**src/rtl/wb_arb_pkg.sv**
```systemverilog
// Shared types and defaults for the register-file write-port arbiter.
// Imported by the pending FIFO, the bus interface and the top level.
package wb_arb_pkg;

    localparam int unsigned WB_DATA_W     = 32;
    localparam int unsigned WB_ADDR_W     = 5;
    localparam int unsigned WB_DEPTH      = 2;
    localparam int unsigned WB_STARVE_MAX = 4;

    typedef struct packed {
        logic [WB_ADDR_W-1:0] dest;
        logic [WB_DATA_W-1:0] data;
        logic                 stale;
    } pend_entry_t;

    typedef enum logic [1:0] {
        GNT_NONE,
        GNT_WB,
        GNT_PEND
    } grant_t;

    // True when a non-zero source register names the given destination.
    function automatic logic addr_hit(
        input logic [WB_ADDR_W-1:0] src,
        input logic [WB_ADDR_W-1:0] dst
    );
        return (src != '0) && (src == dst);
    endfunction

endpackage

```
**src/rtl/wb_write_arbiter_if.sv**
```systemverilog
// Bus bundle between writeback, mul/div, decode and the register file.
// slave = arbiter side, master = surrounding pipeline side.
interface wb_write_arbiter_if
    import wb_arb_pkg::*;
#(
    parameter int unsigned DATA_W = WB_DATA_W,
    parameter int unsigned ADDR_W = WB_ADDR_W
);

    logic              wb_RegWrite;
    logic [ADDR_W-1:0] wb_reg_dest;
    logic [DATA_W-1:0] wb_data;

    logic              md_valid;
    logic              md_ready;
    logic [ADDR_W-1:0] md_reg_dest;
    logic [DATA_W-1:0] md_data;

    logic              rf_we;
    logic [ADDR_W-1:0] rf_waddr;
    logic [DATA_W-1:0] rf_wdata;

    logic              stall_req;

    logic [ADDR_W-1:0] rs_addr;
    logic [ADDR_W-1:0] rt_addr;
    logic              hazard_rs;
    logic              hazard_rt;

    modport slave (
        input  wb_RegWrite, wb_reg_dest, wb_data,
        input  md_valid, md_reg_dest, md_data,
        input  rs_addr, rt_addr,
        output md_ready,
        output rf_we, rf_waddr, rf_wdata,
        output stall_req,
        output hazard_rs, hazard_rt
    );

    modport master (
        output wb_RegWrite, wb_reg_dest, wb_data,
        output md_valid, md_reg_dest, md_data,
        output rs_addr, rt_addr,
        input  md_ready,
        input  rf_we, rf_waddr, rf_wdata,
        input  stall_req,
        input  hazard_rs, hazard_rt
    );

endinterface

```
**src/rtl/wb_pend_fifo.sv**
```systemverilog
// Pending mul/div result FIFO with per-entry valid/stale bits,
// stale marking on newer WB writes, and two decode hazard lookups.
module wb_pend_fifo
    import wb_arb_pkg::*;
#(
    parameter int unsigned DEPTH = WB_DEPTH
) (
    input  logic                 clock,
    input  logic                 reset_n,
    input  logic                 i_push,
    input  logic [WB_ADDR_W-1:0] i_push_dest,
    input  logic [WB_DATA_W-1:0] i_push_data,
    input  logic                 i_pop,
    input  logic                 i_mark,
    input  logic [WB_ADDR_W-1:0] i_mark_dest,
    input  logic [WB_ADDR_W-1:0] i_rs_addr,
    input  logic [WB_ADDR_W-1:0] i_rt_addr,
    output logic                 o_full,
    output logic                 o_head_valid,
    output pend_entry_t          o_head,
    output logic                 o_hazard_rs,
    output logic                 o_hazard_rt
);

    localparam int unsigned PTR_W = (DEPTH > 1) ? $clog2(DEPTH) : 1;

    pend_entry_t      r_mem [DEPTH];
    logic [DEPTH-1:0] r_valid;
    logic [PTR_W-1:0] r_wptr;
    logic [PTR_W-1:0] r_rptr;

    logic w_haz_rs;
    logic w_haz_rt;

    function automatic logic [PTR_W-1:0] ptr_inc(input logic [PTR_W-1:0] p);
        return (p == PTR_W'(DEPTH - 1)) ? '0 : p + PTR_W'(1);
    endfunction

    // Storage: mark stale on matching WB writes, then pop, then push.
    always_ff @(posedge clock or negedge reset_n) begin
        if (!reset_n) begin
            r_valid <= '0;
            r_wptr  <= '0;
            r_rptr  <= '0;
            for (int i = 0; i < int'(DEPTH); i++) begin
                r_mem[i] <= '0;
            end
        end else begin
            for (int i = 0; i < int'(DEPTH); i++) begin
                if (i_mark && r_valid[i] && (r_mem[i].dest == i_mark_dest)) begin
                    r_mem[i].stale <= 1'b1;
                end
            end
            if (i_pop) begin
                r_valid[r_rptr] <= 1'b0;
                r_rptr          <= ptr_inc(r_rptr);
            end
            if (i_push) begin
                r_mem[r_wptr]   <= '{dest: i_push_dest, data: i_push_data, stale: 1'b0};
                r_valid[r_wptr] <= 1'b1;
                r_wptr          <= ptr_inc(r_wptr);
            end
        end
    end

    // Hazard lookup over stored entries; same-cycle pushes are not visible.
    always_comb begin
        w_haz_rs = 1'b0;
        w_haz_rt = 1'b0;
        for (int i = 0; i < int'(DEPTH); i++) begin
            if (r_valid[i] && !r_mem[i].stale) begin
                if (addr_hit(i_rs_addr, r_mem[i].dest)) w_haz_rs = 1'b1;
                if (addr_hit(i_rt_addr, r_mem[i].dest)) w_haz_rt = 1'b1;
            end
        end
    end

    assign o_full       = &r_valid;
    assign o_head_valid = r_valid[r_rptr];
    assign o_head       = r_mem[r_rptr];
    assign o_hazard_rs  = w_haz_rs;
    assign o_hazard_rt  = w_haz_rt;

endmodule

```
**src/rtl/wb_write_arbiter.sv**
```systemverilog
// Register-file write-port arbiter between writeback and mul/div results.
// Grants, age/starvation tracking, stall request and registered rf port.
module wb_write_arbiter
    import wb_arb_pkg::*;
#(
    parameter int unsigned DATA_W     = WB_DATA_W,
    parameter int unsigned ADDR_W     = WB_ADDR_W,
    parameter int unsigned DEPTH      = WB_DEPTH,
    parameter int unsigned STARVE_MAX = WB_STARVE_MAX
) (
    input  logic                clock,
    input  logic                reset_n,
    wb_write_arbiter_if.slave   bus
);

    localparam int unsigned AGE_W = $clog2(STARVE_MAX) + 1;

    logic              w_full;
    logic              w_head_valid;
    pend_entry_t       w_head;
    logic              w_haz_rs;
    logic              w_haz_rt;

    logic              w_wb_req;
    logic              w_push;
    logic              w_pop;
    logic              w_mark;
    grant_t            w_grant;
    logic              w_we;
    logic [ADDR_W-1:0] w_waddr;
    logic [DATA_W-1:0] w_wdata;
    logic              w_age_inc;
    logic              w_stall_next;

    logic [AGE_W-1:0]  r_age;
    logic              r_stall;
    logic              r_rf_we;
    logic [ADDR_W-1:0] r_rf_waddr;
    logic [DATA_W-1:0] r_rf_wdata;

    assign w_wb_req = bus.wb_RegWrite && (bus.wb_reg_dest != '0);
    assign w_push   = bus.md_valid && !w_full && (bus.md_reg_dest != '0);

    wb_pend_fifo #(
        .DEPTH (DEPTH)
    ) u_fifo (
        .clock        (clock),
        .reset_n      (reset_n),
        .i_push       (w_push),
        .i_push_dest  (bus.md_reg_dest),
        .i_push_data  (bus.md_data),
        .i_pop        (w_pop),
        .i_mark       (w_mark),
        .i_mark_dest  (bus.wb_reg_dest),
        .i_rs_addr    (bus.rs_addr),
        .i_rt_addr    (bus.rt_addr),
        .o_full       (w_full),
        .o_head_valid (w_head_valid),
        .o_head       (w_head),
        .o_hazard_rs  (w_haz_rs),
        .o_hazard_rt  (w_haz_rt)
    );

    // Grant decision: forced drain, then WB, then idle-slot drain.
    always_comb begin
        w_grant = GNT_NONE;
        w_pop   = 1'b0;
        w_mark  = 1'b0;
        if (r_stall) begin
            // Pipeline is frozen, so the held WB request is ignored.
            w_pop = w_head_valid;
            if (w_head_valid && !w_head.stale) w_grant = GNT_PEND;
        end else if (w_wb_req) begin
            w_grant = GNT_WB;
            w_mark  = 1'b1;
            w_pop   = w_head_valid && w_head.stale;
        end else if (w_head_valid) begin
            w_pop = 1'b1;
            if (!w_head.stale) w_grant = GNT_PEND;
        end
    end

    // Write-port source mux for the granted requester.
    always_comb begin
        w_we    = 1'b0;
        w_waddr = '0;
        w_wdata = '0;
        unique case (w_grant)
            GNT_WB: begin
                w_we    = 1'b1;
                w_waddr = bus.wb_reg_dest;
                w_wdata = bus.wb_data;
            end
            GNT_PEND: begin
                w_we    = 1'b1;
                w_waddr = w_head.dest;
                w_wdata = w_head.data;
            end
            default: begin
                w_we = 1'b0;
            end
        endcase
    end

    // Starvation detect: a live head left waiting one more cycle.
    always_comb begin
        w_age_inc    = w_head_valid && !w_head.stale && !w_pop;
        w_stall_next = w_age_inc
                    && ((r_age + AGE_W'(1)) == AGE_W'(STARVE_MAX - 1));
    end

    // Age counter and one-cycle stall pulse.
    always_ff @(posedge clock or negedge reset_n) begin
        if (!reset_n) begin
            r_age   <= '0;
            r_stall <= 1'b0;
        end else begin
            if (!w_head_valid || w_pop) begin
                r_age <= '0;
            end else if (w_age_inc) begin
                r_age <= r_age + AGE_W'(1);
            end
            r_stall <= w_stall_next;
        end
    end

    // Registered register-file write port.
    always_ff @(posedge clock or negedge reset_n) begin
        if (!reset_n) begin
            r_rf_we    <= 1'b0;
            r_rf_waddr <= '0;
            r_rf_wdata <= '0;
        end else begin
            r_rf_we <= w_we;
            if (w_we) begin
                r_rf_waddr <= w_waddr;
                r_rf_wdata <= w_wdata;
            end
        end
    end

    assign bus.md_ready  = !w_full;
    assign bus.stall_req = r_stall;
    assign bus.rf_we     = r_rf_we;
    assign bus.rf_waddr  = r_rf_waddr;
    assign bus.rf_wdata  = r_rf_wdata;
    assign bus.hazard_rs = w_haz_rs;
    assign bus.hazard_rt = w_haz_rt;

endmodule

```
**src/flat_wrapper.sv**
```systemverilog
// flat-port wrapper written by rule: the top's interface ports become plain ports
module wb_write_arbiter_flat import wb_arb_pkg::*;
#(
    parameter int unsigned DATA_W     = WB_DATA_W,
    parameter int unsigned ADDR_W     = WB_ADDR_W,
    parameter int unsigned DEPTH      = WB_DEPTH,
    parameter int unsigned STARVE_MAX = WB_STARVE_MAX
)
  (clock, reset_n, bus_wb_RegWrite, bus_wb_reg_dest, bus_wb_data, bus_md_valid, bus_md_reg_dest, bus_md_data, bus_rs_addr, bus_rt_addr, bus_md_ready, bus_rf_we, bus_rf_waddr, bus_rf_wdata, bus_stall_req, bus_hazard_rs, bus_hazard_rt);
  wb_write_arbiter_if #(.DATA_W(DATA_W), .ADDR_W(ADDR_W)) bus_i ();
  input  logic clock;
  input  logic reset_n;
  input wire logic [$bits(bus_i.wb_RegWrite)-1:0] bus_wb_RegWrite;
  input wire logic [$bits(bus_i.wb_reg_dest)-1:0] bus_wb_reg_dest;
  input wire logic [$bits(bus_i.wb_data)-1:0] bus_wb_data;
  input wire logic [$bits(bus_i.md_valid)-1:0] bus_md_valid;
  input wire logic [$bits(bus_i.md_reg_dest)-1:0] bus_md_reg_dest;
  input wire logic [$bits(bus_i.md_data)-1:0] bus_md_data;
  input wire logic [$bits(bus_i.rs_addr)-1:0] bus_rs_addr;
  input wire logic [$bits(bus_i.rt_addr)-1:0] bus_rt_addr;
  output wire logic [$bits(bus_i.md_ready)-1:0] bus_md_ready;
  output wire logic [$bits(bus_i.rf_we)-1:0] bus_rf_we;
  output wire logic [$bits(bus_i.rf_waddr)-1:0] bus_rf_waddr;
  output wire logic [$bits(bus_i.rf_wdata)-1:0] bus_rf_wdata;
  output wire logic [$bits(bus_i.stall_req)-1:0] bus_stall_req;
  output wire logic [$bits(bus_i.hazard_rs)-1:0] bus_hazard_rs;
  output wire logic [$bits(bus_i.hazard_rt)-1:0] bus_hazard_rt;
  assign bus_i.wb_RegWrite = bus_wb_RegWrite;
  assign bus_i.wb_reg_dest = bus_wb_reg_dest;
  assign bus_i.wb_data = bus_wb_data;
  assign bus_i.md_valid = bus_md_valid;
  assign bus_i.md_reg_dest = bus_md_reg_dest;
  assign bus_i.md_data = bus_md_data;
  assign bus_i.rs_addr = bus_rs_addr;
  assign bus_i.rt_addr = bus_rt_addr;
  assign bus_md_ready = bus_i.md_ready;
  assign bus_rf_we = bus_i.rf_we;
  assign bus_rf_waddr = bus_i.rf_waddr;
  assign bus_rf_wdata = bus_i.rf_wdata;
  assign bus_stall_req = bus_i.stall_req;
  assign bus_hazard_rs = bus_i.hazard_rs;
  assign bus_hazard_rt = bus_i.hazard_rt;
  wb_write_arbiter #(.DATA_W(DATA_W), .ADDR_W(ADDR_W), .DEPTH(DEPTH), .STARVE_MAX(STARVE_MAX)) u_core (.clock(clock), .reset_n(reset_n), .bus(bus_i));
endmodule
```
**config.mk**
```make
export PLATFORM = sky130hd
export DESIGN_NAME = wb_write_arbiter_flat
export DESIGN_NICKNAME = d
export VERILOG_FILES = /design/src/rtl/wb_arb_pkg.sv /design/src/rtl/wb_write_arbiter_if.sv /design/src/rtl/wb_pend_fifo.sv /design/src/rtl/wb_write_arbiter.sv /design/src/flat_wrapper.sv
export SDC_FILE = /design/constraint.sdc
export NUM_CORES = 1
export LEC_CHECK = 0
export BUFFER_PORTS_ARGS = -buffer_cell sky130_fd_sc_hd__buf_2
export CAP_MARGIN = 20
export CORE_MARGIN = 3
export CORE_UTILIZATION = 40
export CTS_CLUSTER_DIAMETER = 80
export CTS_CLUSTER_SIZE = 14
export DETAILED_ROUTE_END_ITERATION = 6
export PLACE_DENSITY = 0.71
export SLEW_MARGIN = 20
export SYNTH_ARGS = -nofsm -noshare
export SYNTH_HDL_FRONTEND = slang
export SYNTH_SLANG_ARGS = --single-unit
export TNS_END_PERCENT = 100
```
**constraint.sdc**
```tcl
create_clock -name clock -period 1.53 [get_ports clock]
set_input_delay 0.2295 -clock clock [delete_from_list [all_inputs] [get_ports clock]]
set_output_delay 0.2295 -clock clock [all_outputs]
set_load 0.02 [all_outputs]
```
==> reports/qor.yml, run 1 <==
syn_area_mm2: 0.00587
required_ns: 1.30
place_hpwl_mm: 9.77
worstPathCellList: "xor2_1 > nor4_1 > nand3_1 > a21oi_2 > buf_4"
design.die.area_mm2: 0.0162
netlist_instances: 455
p_leak_uw: 0.00390
fp.dieH_um: 127
layout_min_cycle_time_ns: 1.94
drc: 0
synth_top_family_by_area: "multiplexers"
cts_tree: "yes"
synthSimpleGateAreaFrac_pct: 5.56
r2r_end: "u_core.u_fifo.r_mem[51]"
startpoint: "u_core.u_fifo.r_mem[71]"
drtAntennaViolNets: 0
failed_checks: "negative setup slack"
placed_area_mm2: 0.00700
cp_slowest_cell: "dfrtp_1"
grt_start_max_net_pins: 72
p_total_uw: 18800
htreeDepth: 4
synthToLayoutAreaGrowth_pct: 37.7
period_share_pct: 127
gr-usage-met1_pct: 22.4
top_usage_layer: "met2"
grtUsageTotal_pct: 18.2
status: "finished with violations"
crit_type: "reg -> out"
rsz0062_at_grt: "true"
holdWs_ns: 0.0254
synth-xor-area-share_pct: 4.62
drive_gt1_share_pct: 54.2
clk_latency_ns: 0.41
num_rows: 43
dieWidth_um: 127
slew_violations: 0
clk_pin_slew_ns: 0.05
layout_common_cells: "buf_2 (125), dfrtp_1 (119), mux2_2 (80)"
first_global_vias: 4529
cts_buffers: 17
yosysWarnings: 0
portBuffers: 129
place.gp.congestion: 0.842
syn-num-nets: 545
ys_types: 38
grt_pass1_wl_mm: 23.1
fmax_mhz: 515
muxShareOfSynthArea_pct: 29.2
cp_max_fo: 3
setup.reg_to_reg.worst_slack_ns: -0.25
critPathArrivalTime_ns: 1.71
num_vias: 4208
critical_path.endpoint_type: "output pin"
crit_path_end: "bus_hazard_rs"
final_common_cell: "buf_2"
synth_ff_type: "dfrtp_1"
critPathLaunchType: "register"
power_density_mw_per_mm2: 2320
setup_tns_ns: -9.19
final_nets: 726
vias_per_cell: 5.08
grt.met3_usage_pct: 4.89
wirelength_mm: 14.5
ys_ff_latch: 122
cts_buffer_depth: 2
finClkSkew_ns: 0.00887
r2r_start: "u_core.u_fifo.r_valid[0]"
met2_usage_pct: 31.0
start_util_pct: 41.7
core_mm2: 0.0141
io-pin-count: 130
rr_worst_depth: 7
worst_pin_slew_ns: 0.377
wire_per_inst_um: 17.5
synth_edf_count: 0
ys_async_sr_fraction_pct: 100
cap_violations: 0
synth_compound_area_share_pct: 4.73
dr.pass1.iters: 4
finalSetupViolCount: 78
antenna_found_initial: 0
syn_avg_cell_area_um2: 12.9
ir_worst_vdd_mv: 1.18
synthAdderAreaFrac_pct: 0.426
overflow: 0
hold_viol_final: 0
hold_class: "in -> reg"
antenna_cells: 0
ctsRootBufferMaster: "clkbuf_16"
ys_seq_area_share_pct: 52.0
max_stage_delay_ns: 0.43
final_area_mm2: 0.00809
drt-initial-drc-count: 209
layout_setup_ws_ns: -0.411
relSlewSlack_pct: 74.9
clkSinkCount: 122
-- critical path, delay by kind of cell, from the launching register on --
family                    cells  cell delay, ns
and+or+nand+nor               2            0.43
buffers and inverters         1            0.14
xor gates and xnor gates      1            0.16
AOI/OAI and AO/OA             1            0.14
DFF                           1            0.43
-- state kept, by name, indices dropped and copies added, names as in the netlist --
signal / cells
u_core.bus.rf_waddr: 5
u_core.bus.rf_wdata: 32
u_core.bus.rf_we: 1
u_core.bus.stall_req: 1
u_core.r_age: 3
u_core.u_fifo.r_mem: 76
u_core.u_fifo.r_rptr: 1
u_core.u_fifo.r_valid: 2
u_core.u_fifo.r_wptr: 1
-- worst min path at each step --
stage	start	end	slack, ns	cells past startpoint
2_1_floorplan	reset_n	u_core.bus.rf_waddr[0]	-0.07	0
3_3_place_gp	reset_n	u_core.bus.rf_wdata[22]	0.24	2
3_5_place_dp	reset_n	u_core.bus.rf_wdata[22]	0.25	2
4_1_cts	bus_wb_data[19]	u_core.bus.rf_wdata[19]	0.01	3
5_1_grt	bus_wb_data[10]	u_core.bus.rf_wdata[10]	0.02	3
6_report	bus_wb_data[25]	u_core.bus.rf_wdata[25]	0.03	3
-- per-layer routing --
metal  part of all wire [%]  up-vias
met5                      0        -
met2                     52      100
met4                    1.7        0
li1                       -     1971
met1                     42     2120
met3                    4.7       17
-- cells in the mapped netlist, drive strengths merged, types with 2 or more instances --
library cell | number | area [um2]
mux2 | 112 | 1330
a21oi | 3 | 15.0
xor2 | 24 | 210
inv | 2 | 7.50
buf | 20 | 169
nand3 | 4 | 20.0
or4 | 4 | 33.8
o21ai | 38 | 190
nand2 | 43 | 161
nor2 | 8 | 30.0
mux2i | 38 | 380
clkbuf | 7 | 28.8
ha | 2 | 25.0
dfrtp | 122 | 3050
xnor2 | 7 | 61.3
nor2b | 3 | 18.8
nor4 | 6 | 37.5
-- report_power, final --
group	internal [uW]	total (uW)	leakage [uW]	switching, uW
registers	4790	5780	0.00146	989
logic	5070	8920	0.00214	3850
clock network	2730	4090	0.000297	1360
-- what timing repair did --
item,in CTS,in global routing
resized for setup,78,18
cloned,7,0
hold endpoints to repair,122,0
pin swaps,9,15
hold buffers,1,0
buffers inserted,12,1
endpoints found under the setup margin,77,109
-- cells by family (layout without fill, tap and decap cells) --
logic type	after synthesis	in the layout
XOR/XNOR	31	31
flip-flops	122	122
AND/OR/NAND/NOR	72	72
adder cells (fa/ha/maj)	2	2
AO/OA/AOI/OAI	49	49
buffers and inverters	29	223
multiplexers	150	150
-- metrics by stage --
| stage | cells | worst slack [ns] | util, % |
|---|---|---|---|
| floorplan | 455 | -0.163 | - |
| global placement | 780 | -0.342 | 49.6 |
| detailed placement | 780 | -0.393 | 49.6 |
| CTS | 831 | -0.421 | 57.2 |
| global route | 829 | -0.530 | 57.4 |
| finish | 829 | -0.411 | 57.4 |
-- final cells by class --
| type | instances | area (um2) |
|---|---|---|
| Inverter | 2 | 7.51 |
| Fill cell | 1171 | 6010 |
| Clock buffer | 25 | 495 |
| Sequential cell | 122 | 3060 |
| Tap cell | 180 | 225 |
| Multi-Input combinational cell | 304 | 2780 |
| Timing Repair Buffer | 189 | 1410 |
| Clock inverter | 7 | 113 |
Note: power is estimated with default switching activity, not from simulation.
==> run 2, diff against run 1 <==
--- a/config.mk
+++ b/config.mk
@@ -12,7 +12,8 @@
 export CTS_CLUSTER_DIAMETER = 80
 export CTS_CLUSTER_SIZE = 14
 export DETAILED_ROUTE_END_ITERATION = 6
-export PLACE_DENSITY = 0.71
+export PLACE_DENSITY = 0.69
+export SKIP_CTS_REPAIR_TIMING = 1
 export SLEW_MARGIN = 20
 export SYNTH_ARGS = -nofsm -noshare
 export SYNTH_HDL_FRONTEND = slang
==> constraint.sdc (replaced) <==
create_clock -name clock -period 2 [get_ports clock]
set_input_delay 0.3 -clock clock [delete_from_list [all_inputs] [get_ports clock]]
set_output_delay 0.3 -clock clock [all_outputs]
set_load 0.02 [all_outputs]
==> reports/qor.yml, run 2 (same netlist as run 1, synthesis figures left out) <==
status: "finished with violations"
failed_checks: "negative setup slack"
final_common_cell: "buf_2"
ctsRootBufferMaster: "clkbuf_16"
cp_max_fo: 4
clk_latency_ns: 0.40
grt_pass1_wl_mm: 22.2
regMostFlops: "u_core.u_fifo.r_mem"
portBuffers: 129
relSlewSlack_pct: 74.0
fmax_mhz: 485
crit_type: "reg -> out"
antenna_found_initial: 1
grtUsageTotal_pct: 17.4
worst_pin_slew_ns: 0.390
finClkSkew_ns: 0.00613
clkSinkCount: 122
core_mm2: 0.0141
synthToLayoutAreaGrowth_pct: 25.5
required_ns: 1.70
largest_reg_flops: 76
rsz0062_at_grt: "true"
slew_violations: 0
cts_tree: "yes"
rr_worst_depth: 5
r2r_end: "u_core.bus.rf_wdata[27]"
p_leak_uw: 0.00349
vias_per_cell: 5.11
design.die.area_mm2: 0.0162
io-pin-count: 130
drc: 0
num_vias: 4014
dr.pass1.iters: 4
place.gp.congestion: 0.783
ir_worst_vdd_mv: 0.795
hold_class: "in -> reg"
wire_per_inst_um: 17.4
critPathLaunchType: "register"
drive_gt1_share_pct: 48.7
p_total_uw: 12400
critPathArrivalTime_ns: 1.76
cap_violations: 0
critical_path.endpoint_type: "output pin"
drtAntennaViolNets: 0
wirelength_mm: 13.7
dieWidth_um: 127
crit_path_end: "bus_hazard_rt"
layout_setup_ws_ns: -0.0636
finalSetupViolCount: 2
fp.dieH_um: 127
placed_area_mm2: 0.00676
final_nets: 685
hold_viol_final: 0
drt-initial-drc-count: 195
first_global_vias: 4346
period_share_pct: 103
final_area_mm2: 0.00737
pre_cts_slack_ns: 0.0285
place_hpwl_mm: 9.47
startpoint: "u_core.u_fifo.r_mem[33]"
htreeDepth: 4
cts_buffer_depth: 2
overflow: 0
num_rows: 43
r2r_start: "u_core.u_fifo.r_valid[0]"
layout_common_cells: "buf_2 (126), dfrtp_1 (113), mux2_2 (82)"
clk_pin_slew_ns: 0.05
layout_min_cycle_time_ns: 2.06
setup.reg_to_reg.worst_slack_ns: 0.14
power_density_mw_per_mm2: 1680
grt_start_max_net_pins: 72
cts_buffers: 17
start_util_pct: 41.7
-- run 2: critical path: stages, from the launching register on --
cell	delay, ns
dfrtp_2	0.45
xor2_1	0.17
nor4_2	0.32
nand3_1	0.11
a21oi_1	0.16
buf_4	0.16
-- run 2: report_power, final --
| group | switching (uW) | internal [uW] | total (uW) |
|---|---|---|---|
| Clock | 964 | 1640 | 2600 |
| Sequential | 781 | 3680 | 4460 |
| Combinational | 2490 | 2800 | 5290 |
| Total | 4230 | 8120 | 12400 |
-- run 2: area by class of cell --
type	count	area, um2
inverter	2	7.51
clock buffer	24	482
timing repair buffer	148	902
multi-input combinational	304	2660
fill	1272	6730
antenna	1	2.50
sequential	122	3060
clock inverter	4	20.0
tap	180	225
-- run 2: stage by stage --
| step | utilization (%) | setup TNS (ns) | instances | hold slack, ns |
|---|---|---|---|---|
| final | 52.3 | -0.124 | 785 | 0.102 |
| after global routing | 52.3 | -0.278 | 785 | 0.0943 |
| after CTS | 51.5 | -0.340 | 778 | -0.210 |
| after detailed placement | 48.0 | 0 | 750 | 0.224 |
| after global placement | 48.0 | 0 | 750 | 0.214 |
| after floorplan | - | 0 | 455 | 0.00441 |
-- run 2: worst min path at each step --
stage                    startpoint                      end  cells after the start
floorplan                   reset_n   u_core.bus.rf_waddr[0]                      0
global placement            reset_n  u_core.bus.rf_wdata[22]                      1
detailed placement          reset_n  u_core.bus.rf_wdata[22]                      1
CTS                         reset_n  u_core.bus.rf_wdata[22]                      1
global route        bus_wb_data[21]  u_core.bus.rf_wdata[21]                      3
finish              bus_wb_data[21]  u_core.bus.rf_wdata[21]                      3
-- run 2: per-layer routing --
layer  wire [um]  global-route usage, %
met1        5830                   21.4
met2        7070                   29.6
met3         612                   4.85
met4         159                   5.93
met5           0                      0
==> run 3, diff against run 2 <==
--- a/config.mk
+++ b/config.mk
@@ -8,14 +8,15 @@
 export BUFFER_PORTS_ARGS = -buffer_cell sky130_fd_sc_hd__buf_2
 export CAP_MARGIN = 20
 export CORE_MARGIN = 3
-export CORE_UTILIZATION = 40
+export CORE_UTILIZATION = 55
 export CTS_CLUSTER_DIAMETER = 80
 export CTS_CLUSTER_SIZE = 14
 export DETAILED_ROUTE_END_ITERATION = 6
-export PLACE_DENSITY = 0.69
+export PLACE_DENSITY = 0.88
 export SKIP_CTS_REPAIR_TIMING = 1
 export SLEW_MARGIN = 20
 export SYNTH_ARGS = -nofsm -noshare
 export SYNTH_HDL_FRONTEND = slang
+export SYNTH_HIERARCHICAL = 1
 export SYNTH_SLANG_ARGS = --single-unit
 export TNS_END_PERCENT = 100
==> reports/qor.yml, run 3 <==
hold_viol_final: 0
critical_path.endpoint_type: "output pin"
synthToLayoutAreaGrowth_pct: 27.9
critPathLaunchType: "register"
netlist_top_cells_count: "mux2_2 (155), dfrtp_1 (122), xor2_1 (26)"
swShare_pct: 34.4
netlist_instances: 415
num_vias: 3954
antenna_found_initial: 0
final_nets: 671
met2_usage_pct: 40.0
whs_path_depth: 2
io-pin-count: 130
hold_class: "in -> reg"
p_seq_share_pct: 33.3
period_share_pct: 111
layout_common_cells: "mux2_2 (155), buf_2 (126), dfrtp_1 (112)"
overflow: 0
critPathArrivalTime_ns: 1.92
clkSinkCount: 122
vias_per_cell: 5.42
place.gp.congestion: 0.894
worst_pin_slew_ns: 0.519
cts_buffers: 17
p_switching_uw: 4700
syn_area_mm2: 0.00596
clk_pin_slew_ns: 0.06
crit_type: "reg -> out"
gr-usage-met1_pct: 25.8
rr_worst_depth: 6
ctsRootBufferMaster: "clkbuf_8"
multi_input_area_mm2: 0.00279
cap_violations: 0
wirelength_mm: 13.8
synth_ff_type: "dfrtp_1"
yosysWarnings: 6
slew_violations: 0
clkPwrFrac_pct: 19.4
ys_ff_latch: 122
htreeDepth: 4
power_density_mw_per_mm2: 1800
synth.most_common_cell: "mux2_2"
drtAntennaViolNets: 0
drc: 0
design.die.area_mm2: 0.0121
status: "finished with violations"
ys_async_sr_fraction_pct: 100
regMostFlops: "u_core/u_fifo/r_mem"
synth_area_leader_cell: "dfrtp_1"
start_util_pct: 57.2
failed_checks: "negative setup slack"
layout_setup_ws_ns: -0.222
placed_area_mm2: 0.00686
cp_max_fo: 4
p_comb_share_pct: 47.3
ys_types: 34
drive_gt1_share_pct: 66.3
final_area_mm2: 0.00762
ys_seq_area_share_pct: 51.2
relSlewSlack_pct: 65.4
fillers: 701
synth.area.top_cells: "dfrtp_1 (51%), mux2_2 (29%), mux2_4 (4.8%)"
num_rows: 37
layout_min_cycle_time_ns: 2.22
dieWidth_um: 110
finalSetupViolCount: 2
p_leak_uw: 0.00352
antenna_cells: 0
fmax_mhz: 450
dr.pass1.iters: 5
top_usage_layer: "met2"
holdWs_ns: 0.0259
grtUsageTotal_pct: 22.5
first_global_vias: 4265
syn_avg_cell_area_um2: 14.4
clk_latency_ns: 0.50
ir_worst_vdd_mv: 1.07
cts_buffer_depth: 2
core_mm2: 0.0104
finClkSkew_ns: 0.0122
grt_start_max_net_pins: 46
drt-initial-drc-count: 158
synth_edf_count: 0
grt_pass1_wl_mm: 20.8
largest_reg_flops: 76
cts_tree: "yes"
fp.dieH_um: 110
portBuffers: 129
final_common_cell: "mux2_2"
rsz0062_at_grt: "true"
grt.met3_usage_pct: 7.22
wire_per_inst_um: 18.9
required_ns: 1.70
power.internal_uw: 8980
syn-num-nets: 505
place_hpwl_mm: 8.98
synth_top_area_share_pct: 51.2
seqCellArea_mm2: 0.00307
==> run 3: cell count changes in the layout (fill, tap and decap cells not counted), sizes merged, moves of 2 or more <==
cell      before  now
buf          147  167
nor2           8    3
clkinvlp       0    5
nand2         43   11
mux2i         38    5
nand4b         0    4
clkbuf        24   20
nand3          4    0
nor3           0    4
mux2         112  177
o21ai         38    6
xor2          24   26
clkinv         4    7
==> run 3: path summary, 6_finish.rpt <==
kind                                          start                      end  slack, ns
max                         u_core/u_fifo/r_mem[72]            bus_hazard_rs      -0.22
min                                 bus_wb_data[23]  u_core/bus.rf_wdata[23]       0.03
max reg2reg                u_core/u_fifo/r_valid[1]  u_core/bus.rf_wdata[29]       0.07
min reg2reg                         u_core/r_age[0]          u_core/r_age[0]       0.47
max in group asynchronous                   reset_n  u_core/u_fifo/r_mem[54]       1.06
min in group asynchronous                   reset_n  u_core/u_fifo/r_mem[34]       0.32
==> run 3: cells by family (layout without fill, tap and decap cells) <==
| logic type | Yosys count | count (layout) | share of synthesized area [%] |
|---|---|---|---|
| AOI/OAI and AO/OA | 14 | 14 | 1.53 |
| xor gates and xnor gates | 33 | 33 | 4.85 |
| adders and majority gates | 2 | 2 | 0.420 |
| buffers and inverters | 25 | 204 | 2.90 |
| DFF | 122 | 122 | 51.2 |
| muxes | 182 | 182 | 35.5 |
| and+or+nand+nor | 37 | 37 | 3.61 |
==> run 3: routing by layer <==
layer  share of wire (%)  routed length [um]
met4                 1.3                 178
met5                   0                   0
met3                 6.9                 954
met1                  38                5310
met2                  53                7370
==> run 3: power by group through the flow <==
stage | combinational, uW | sequential (uW) | clock, uW
floorplan | 4230 | 4850 | 0
global placement | 5770 | 4450 | 0
detailed placement | 6030 | 4560 | 0
CTS | 6090 | 4550 | 2690
global route | 6920 | 4710 | 2800
finish | 6470 | 4560 | 2660
==> run 3: area by class of cell <==
type | instances | area share, %
flip-flops and latches | 122 | 40.2
multi-input cells | 268 | 36.6
clock inverters | 12 | 1.00
clock buffers | 20 | 5.84
well taps | 136 | 2.23
repair buffers | 169 | 14.0
inverters | 3 | 0.148
==> run 3: through the flow <==
step                      utilization [%]  total power [uW]  worst slack (ns)  TNS, ns  cells
after floorplan                         -              9070            0.0161        0    415
after global placement               65.9             10200            -0.243    -9.28    679
after detailed placement             65.9             10600            -0.280   -10.25    679
after CTS                            70.9             13300            -0.287   -10.23    711
after global routing                 73.2             14400            -0.354   -0.589    730
final                                73.2             13700            -0.222   -0.351    730
==> run 3: critical path: stages, from the launching register on <==
cell,delay [ns]
dfrtp_2,0.45
xor2_1,0.19
nor4_2,0.30
nand4b_1,0.16
a21oi_2,0.17
buf_6,0.13
